### config.mk
export PLATFORM = sky130hd
export DESIGN_NAME = frame_arbiter
export DESIGN_NICKNAME = d
export VERILOG_FILES = /design/src/rtl/orbtrace_pkg.sv /design/src/rtl/frame_watchdog.sv /design/src/rtl/frame_arbiter.sv
export SDC_FILE = /design/constraint.sdc
export NUM_CORES = 1
export LEC_CHECK = 0
export ABC_AREA = 1
export BUFFER_PORTS_ARGS = -buffer_cell sky130_fd_sc_hd__buf_4
export CAP_MARGIN = 20
export CORE_ASPECT_RATIO = 2
export CORE_MARGIN = 4
export CORE_UTILIZATION = 30
export DETAILED_ROUTE_END_ITERATION = 16
export HOLD_SLACK_MARGIN = 0.06
export PLACE_DENSITY = 0.48
export SLEW_MARGIN = 5
export SYNTH_ARGS = -nofsm -noshare
export SYNTH_HDL_FRONTEND = slang
export SYNTH_SLANG_ARGS = --single-unit
### constraint.sdc
create_clock -name clk -period 3.5 [get_ports clk]
set_clock_uncertainty 0.15 [all_clocks]
set_input_delay 0.525 -clock clk [delete_from_list [all_inputs] [get_ports clk]]
set_output_delay 0.525 -clock clk [all_outputs]
set_load 0.05 [all_outputs]
### src/rtl/orbtrace_pkg.sv
// Shared orbtrace types and defaults: arbiter state encoding, frame/timeout defaults
// and the round-robin pick used by the frame arbiter.
package orbtrace_pkg;

  typedef enum logic [1:0] {
    IDLE = 2'd0,
    ARB  = 2'd1,
    XFER = 2'd2
  } arbState_t;

  localparam int FRAMELEN_DEFAULT = 16;
  localparam int TIMEOUT_DEFAULT  = 1024;

  // One-hot owner for the next frame; the source not served last wins a tie.
  function automatic logic [1:0] pickSource(input logic [1:0] avail, input logic lastServed);
    logic [1:0] pick;
    case (avail)
      2'b01:   pick = 2'b01;
      2'b10:   pick = 2'b10;
      2'b11:   pick = lastServed ? 2'b01 : 2'b10;
      default: pick = 2'b00;
    endcase
    return pick;
  endfunction

endpackage

### src/rtl/frame_watchdog.sv
// Stall counter for the frame arbiter: counts enabled cycles since the last clear and
// flags expiry on the cycle that would bring the count to TIMEOUT.
module frame_watchdog
  import orbtrace_pkg::*;
#(
  parameter int TIMEOUT = TIMEOUT_DEFAULT
) (
  input  logic clk,
  input  logic rst,
  input  logic clear,
  input  logic countEn,
  output logic expired
);

  localparam int CW = $clog2(TIMEOUT + 1);

  logic [CW-1:0] stallCnt;

  // Expiry is gated by countEn, so a granted byte on the limit cycle always wins.
  assign expired = countEn && (stallCnt == CW'(TIMEOUT - 1));

  always_ff @(posedge clk or posedge rst) begin
    if (rst) begin
      stallCnt <= '0;
    end else if (clear || expired) begin
      stallCnt <= '0;
    end else if (countEn) begin
      stallCnt <= stallCnt + CW'(1);
    end
  end

endmodule

### src/rtl/frame_arbiter.sv
// Two-source frame arbiter: grants whole frames round-robin, forwards bytes with one
// cycle of latency and aborts a frame whose owner stalls for TIMEOUT requested cycles.
//
//   state | meaning
//   IDLE  | no frame pending, Grant=00
//   ARB   | choose next owner from SrcAvail, or fall back to IDLE
//   XFER  | frame in progress, Grant held, bytes forwarded
module frame_arbiter
  import orbtrace_pkg::*;
#(
  parameter int FRAMELEN = FRAMELEN_DEFAULT,
  parameter int TIMEOUT  = TIMEOUT_DEFAULT
) (
  input  logic       clk,
  input  logic       rst,
  input  logic [1:0] SrcAvail,
  input  logic [7:0] Src0Val,
  input  logic       Src0Ready,
  output logic       Src0Next,
  input  logic [7:0] Src1Val,
  input  logic       Src1Ready,
  output logic       Src1Next,
  input  logic       OutNext,
  output logic [7:0] OutVal,
  output logic       OutReady,
  output logic       OutSrc,
  output logic       OutFirst,
  output logic [1:0] Grant,
  output logic       Timeout
);

  localparam int BW = (FRAMELEN > 1) ? $clog2(FRAMELEN) : 1;

  arbState_t state, nextState;
  logic [1:0]    grantNext;
  logic          lastServed, lastServedNext;
  logic [BW-1:0] byteCnt, byteCntNext;

  logic       inXfer;
  logic       grantedReady;
  logic [7:0] grantedVal;
  logic       frameEnd;
  logic       stallEn;
  logic       wdClear;
  logic       expired;

  assign inXfer       = (state == XFER);
  assign grantedReady = inXfer && ((Grant[0] && Src0Ready) || (Grant[1] && Src1Ready));
  assign grantedVal   = Grant[1] ? Src1Val : Src0Val;
  assign frameEnd     = grantedReady && (byteCnt == BW'(FRAMELEN - 1));
  assign stallEn      = inXfer && OutNext && !grantedReady;
  assign wdClear      = !inXfer || grantedReady;

  assign Src0Next = inXfer && OutNext && Grant[0];
  assign Src1Next = inXfer && OutNext && Grant[1];

  frame_watchdog #(
    .TIMEOUT(TIMEOUT)
  ) uWatchdog (
    .clk    (clk),
    .rst    (rst),
    .clear  (wdClear),
    .countEn(stallEn),
    .expired(expired)
  );

  always_ff @(posedge clk or posedge rst) begin
    if (rst) begin
      state      <= IDLE;
      Grant      <= 2'b00;
      lastServed <= 1'b1;
      byteCnt    <= '0;
    end else begin
      state      <= nextState;
      Grant      <= grantNext;
      lastServed <= lastServedNext;
      byteCnt    <= byteCntNext;
    end
  end

  always_comb begin
    nextState      = state;
    grantNext      = Grant;
    lastServedNext = lastServed;
    byteCntNext    = byteCnt;
    case (state)
      IDLE: begin
        if (SrcAvail != 2'b00) nextState = ARB;
      end
      ARB: begin
        byteCntNext = '0;
        grantNext   = pickSource(SrcAvail, lastServed);
        nextState   = (grantNext != 2'b00) ? XFER : IDLE;
      end
      XFER: begin
        if (grantedReady) begin
          byteCntNext = byteCnt + BW'(1);
          if (frameEnd) begin
            lastServedNext = Grant[1];
            grantNext      = 2'b00;
            nextState      = ARB;
          end
        end else if (expired) begin
          lastServedNext = Grant[1];
          grantNext      = 2'b00;
          nextState      = IDLE;
        end
      end
      default: begin
        grantNext = 2'b00;
        nextState = IDLE;
      end
    endcase
  end

  // OutVal/OutSrc keep the last forwarded byte between pulses.
  always_ff @(posedge clk or posedge rst) begin
    if (rst) begin
      OutVal   <= 8'h00;
      OutReady <= 1'b0;
      OutSrc   <= 1'b0;
      OutFirst <= 1'b0;
      Timeout  <= 1'b0;
    end else begin
      OutReady <= grantedReady;
      OutFirst <= grantedReady && (byteCnt == '0);
      Timeout  <= expired;
      if (grantedReady) begin
        OutVal <= grantedVal;
        OutSrc <= Grant[1];
      end
    end
  end

endmodule

**After elaboration in Yosys (flattened, before gate mapping)**

Cells that the tools add are included.
W data, S select, Z words.

- Output and inout port bits: 16
- Word-level logic and storage cells: 71
- Register bits after elaboration: 32
- Input port bits: 23

- Equal/unequal tests: 12
- Reductions and logical operators: 26
- Mux-type cells: 20
- Bitwise logic cells: 1
- Add/subtract/negate cells: 2

Operators with widths:

| kind | number |
|---|---|
| $mux W11 | 2 |
| $mux W2 | 9 |
| $pmux W2 S3 | 3 |
| $add A11 B1 Y11 const B | 1 |
| $eq A11 B10 Y1 const B | 1 |
| $logic_and A1 B1 Y1 | 10 |
| $reduce_bool A2 Y1 | 5 |
| $reduce_and A3 Y1 | 3 |
| $mux W8 | 1 |
| $pmux W4 S2 | 1 |
| $eq A2 B2 Y1 const B | 3 |
| $add A4 B1 Y4 const B | 1 |
| $eq A2 B1 Y1 const B | 2 |
| $eq A4 B4 Y1 const B | 1 |
| $logic_not A4 Y1 | 1 |
| $mux W4 | 1 |
| $ne A2 B1 Y1 const B | 2 |
| $logic_or A1 B1 Y1 | 3 |
| $mux W1 | 3 |
| $ne A3 B1 Y1 const B | 1 |
| $ne A3 B2 Y1 const B | 1 |
| $logic_not A1 Y1 | 2 |
| $logic_not A2 Y1 | 1 |
| $ne A2 B2 Y1 const B | 1 |
| other kinds (2) | 2 |

**Longest topological paths before layout**

- Word-level depth: 9
- Gate-level depth with buffers: 10
- Mapped depth without buffers: 10

**Cells and area by module**

A second synthesis with hierarchy kept.

- Cells, all modules: 209
- Area, all modules: 1767.9 µm²

Modules (own cells, without submodules):

| module | instances | cells an instance | area an instance (µm²) |
|---|---|---|---|
| frame_arbiter | 1 | 125 | 1069.8 |
| frame_watchdog | 1 | 84 | 698.2 |

**Least setup slack after synthesis**

No wires, ideal clock.

- Kind: register to output
- Start point: register Grant[1]
- End point: output Src1Next
- Data arrival time: 1.733 ns
- Stages on the path, launching flop included: 3
- Path slack: 1.092 ns
- Cell sequence: dfrtp_1 clkinv_1 nor2_1

- Cells in the longest elaborated chain, start to end: 1

Ends and longest elaborated chain:

| element | line | text |
|---|---|---|
| start, declared | frame_arbiter.sv:28 | `output logic [1:0] Grant,` |
| start signal, assigned | frame_arbiter.sv:75 | `Grant <= grantNext;` |
| $logic_and A1 B1 Y1 | frame_arbiter.sv:55 | `assign Src1Next = inXfer && OutNext && Grant[1];` |
| end, declared | frame_arbiter.sv:22 | `output logic Src1Next,` |

Every way passes these cells.

**Worst setup path in the final report**

Same ends and word-level chain as after synthesis.

==> run_results.csv <==
group,metric,value,unit
clocking,clock_latency,0.27,ns
clocking,cts_tree,"yes",
logic_synthesis,avgSynthCellArea,8.07,sq um
logic_synthesis,ys_seq_area_share,44.6,%
worst_setup_path,timing.rr.start,"Grant[1]$_DFFE_PP0P_",
clocking,root_buffer,"clkbuf_16",
drt,drcViolationCount,0,
worst_setup_path,worst_setup_path_start_kind,"flip-flop",
drt,antenna_left,0,
logic_synthesis,yosysWarningCount,0,
worst_setup_path,critical_path_class,"flip-flop to output port",
sta,timing.setup.tns,0,ns
sta,tightest_slew,0.458,ns
floorplanning,start_util,31.2,%
logic_synthesis,synth-edff-count,0,
floorplanning,ios,39,
sta,fin_ws,1.18,ns
sta,max_freq,0.431,GHz
global_routing,grt_pass1_vias,1582,
logic_synthesis,syn_nets,249,
logic_synthesis,synth.largest_area_cell,"dfrtp_1",
sta,setup_viol,0,
placement,pre_cts_ws,1.45,ns
placement,place_congestion,0.757,
finish,drive_above_1_share,25.5,%
global_routing,antenna_found_initial,0,
global_routing,use_met2,26.2,%
finish,diodes,0,
floorplanning,die_y,118,microns
drt,drtPass1Iterations,4,
global_routing,grtUsageMet3,2.29,%
global_routing,grt_pass1_wl,7.58,mm
drt,routed_wl,4.47,mm
sta,period_minus_slack,2.32,ns
sta,timing.hold.ws,0.194,ns
drt,vias,1536,
drt,drt_first_iter_violations,35,
floorplanning,dieArea,7380,sq um
pwr,p_per_area,762,nW/um^2
run,maxCapViolCount,0,
logic_synthesis,ys_ff_latch,32,
sta,slew_violations,0,
worst_setup_path,required,2.82,ns
drt,post_drt_wl_per_cell,13.6,microns
clocking,cts_setup_buffers,0,
worst_setup_path,timing.critical_path.to_type,"output port",
pwr,ir_worst_vdd,0.419,mV
hold_path,hp-class,"input port to asynchronous set/reset pin",
floorplanning,die_x,62.8,microns
global_routing,grt_overflow,0,
clocking,clk_pin_slew,0.05,ns
placement,hpwl,3.58,mm
logic_synthesis,synth_common_cells,"nand2_1, nor2_1, dfrtp_1, inv_1, nand3_1",
clocking,cts_inserted_buffers,5,
global_routing,track_usage,13.1,%
logic_synthesis,syn_inst,223,
clocking,ctsHoldBuffers,0,
worst_setup_path,startpoint,"Grant[1]$_DFFE_PP0P_",
logic_synthesis,synthDistinctLibCells,25,
run_status,status,"complete, no violations",
finish,nNetsFinal,292,
clocking,cts_max_path_buffers,2,
clocking,ctsResizeCount,0,
logic_synthesis,synthesis.area,1800,sq um
sta,final_hold_viol_count,0,
floorplanning,core,5760,sq um
sta,rsz0062_at_grt,"false",
pwr,power_leakage,1.16,nW
sta,relSlewSlack,69.4,%
finish,area_delta_synth_final,28.0,%
placement,io_buffers,38,
logic_synthesis,ys.flop_type,"dfrtp_1",
floorplanning,std_cell_rows,39,
sta,min_period_over_period,66.3,%
global_routing,grt.busiest_layer,"met2",
clocking,htree_levels,2,
worst_setup_path,worst-path-max-fanout,13,
global_routing,gr-usage-met1,12.6,%
drt,vias_per_cell,4.68,
worst_setup_path,arrival,1.65,ns
logic_synthesis,synthTopCellsByArea,"dfrtp_1, nand2_1, nor2_1, nand3_1, inv_1",
logic_synthesis,yosysMostFrequentCell,"nand2_1",
logic_synthesis,yosys.area.top_type_share,43.1,%
logic_synthesis,async_flop_share,100,%
clocking,cts_sinks,32,
global_routing,grt_max_degree,33,
-- per-layer routing --
| metal | share of wire, % | up-vias |
|---|---|---|
| met4 | 2.3 | 0 |
| met3 | 3.3 | 8 |
| met5 | 0 | - |
| met1 | 34 | 709 |
| li1 | - | 790 |
| met2 | 60 | 29 |
-- worst max-delay path, stage by stage (launching register included) --
cell      delay, ns
dfrtp_1        0.61
clkinv_1       0.37
nor2_1         0.18
buf_4          0.21
-- worst paths after layout --
path / endpoint / slack (ns) / depth (start not counted)
worst max-delay path: Src1Next / 1.18 / 3
worst min-delay path: uWatchdog.stallCnt[0]$_DFFE_PP0P_ / 0.19 / 3
worst max register to register: Grant[1]$_DFFE_PP0P_ / 1.51 / 10
worst min register to register: lastServed$_DFFE_PP1P_ / 0.36 / 2
max in group asynchronous: lastServed$_DFFE_PP1P_ / 2.67 / 3
min in group clk: Grant[1]$_DFFE_PP0P_ / 0.34 / 3
-- metrics by stage --
step | total power, W | instances | util (%) | cell area [sq um]
final | 0.00176 | 328 | 40.0 | 2300
after global routing | 0.00186 | 328 | 40.0 | 2300
after CTS | 0.00179 | 328 | 40.0 | 2300
after detailed placement | 0.00129 | 320 | 37.2 | 2140
after global placement | 0.00130 | 320 | 37.2 | 2140
after floorplan | 0.00107 | 223 | - | 1800
-- cell families after synthesis --
group                    Yosys count  share of synthesized area (%)
flip-flops                        32                           44.6
XOR/XNOR                           3                           1.46
AO/OA/AOI/OAI                     15                           5.70
buffers and inverters             30                           7.23
AND/OR/NAND/NOR                  140                           38.9
adder cells (fa/ha/maj)            3                           2.09
-- sequential cells by signal, indices dropped and copies added, names as in the netlist --
signal	cells
OutReady	1
uWatchdog.stallCnt	11
OutVal	8
OutSrc	1
byteCnt	4
Timeout	1
OutFirst	1
state	2
lastServed	1
Grant	2
-- cell usage in the layout (no fill, tap or decap), types with 3 or more instances in the layout --
master and n:
nand2_1 66, buf_4 39, nor2_1 34, dfrtp_1 31
inv_1 22, nand3_1 17, a31oi_1 8, clkbuf_16 5
inv_2 4, nand2_4 4, nor2_4 4, nand2_2 4
o21ai_0 4, nor2_8 3, nand3b_1 3, xor2_1 3
nand4_1 3, ha_1 3
-- area by class of cell --
| cell class | instances | area [sq um] |
|---|---|---|
| Tap cell | 61 | 76.3 |
| Inverter | 27 | 101 |
| Fill cell | 599 | 3450 |
| Clock inverter | 2 | 35.0 |
| Timing Repair Buffer | 39 | 293 |
| Sequential cell | 32 | 802 |
| Clock buffer | 6 | 129 |
| Multi-Input combinational cell | 161 | 867 |
-- report_power, final --
part / internal (W) / switching, W / leakage [nW] / total, W
sequential: 0.000456 / 0.0000775 / 0.415 / 0.000534
combinational: 0.000221 / 0.000511 / 0.662 / 0.000732
clock: 0.000334 / 0.000155 / 0.0808 / 0.000489
total: 0.00101 / 0.000744 / 1.16 / 0.00176
Note: power is estimated with default switching activity, not from simulation.
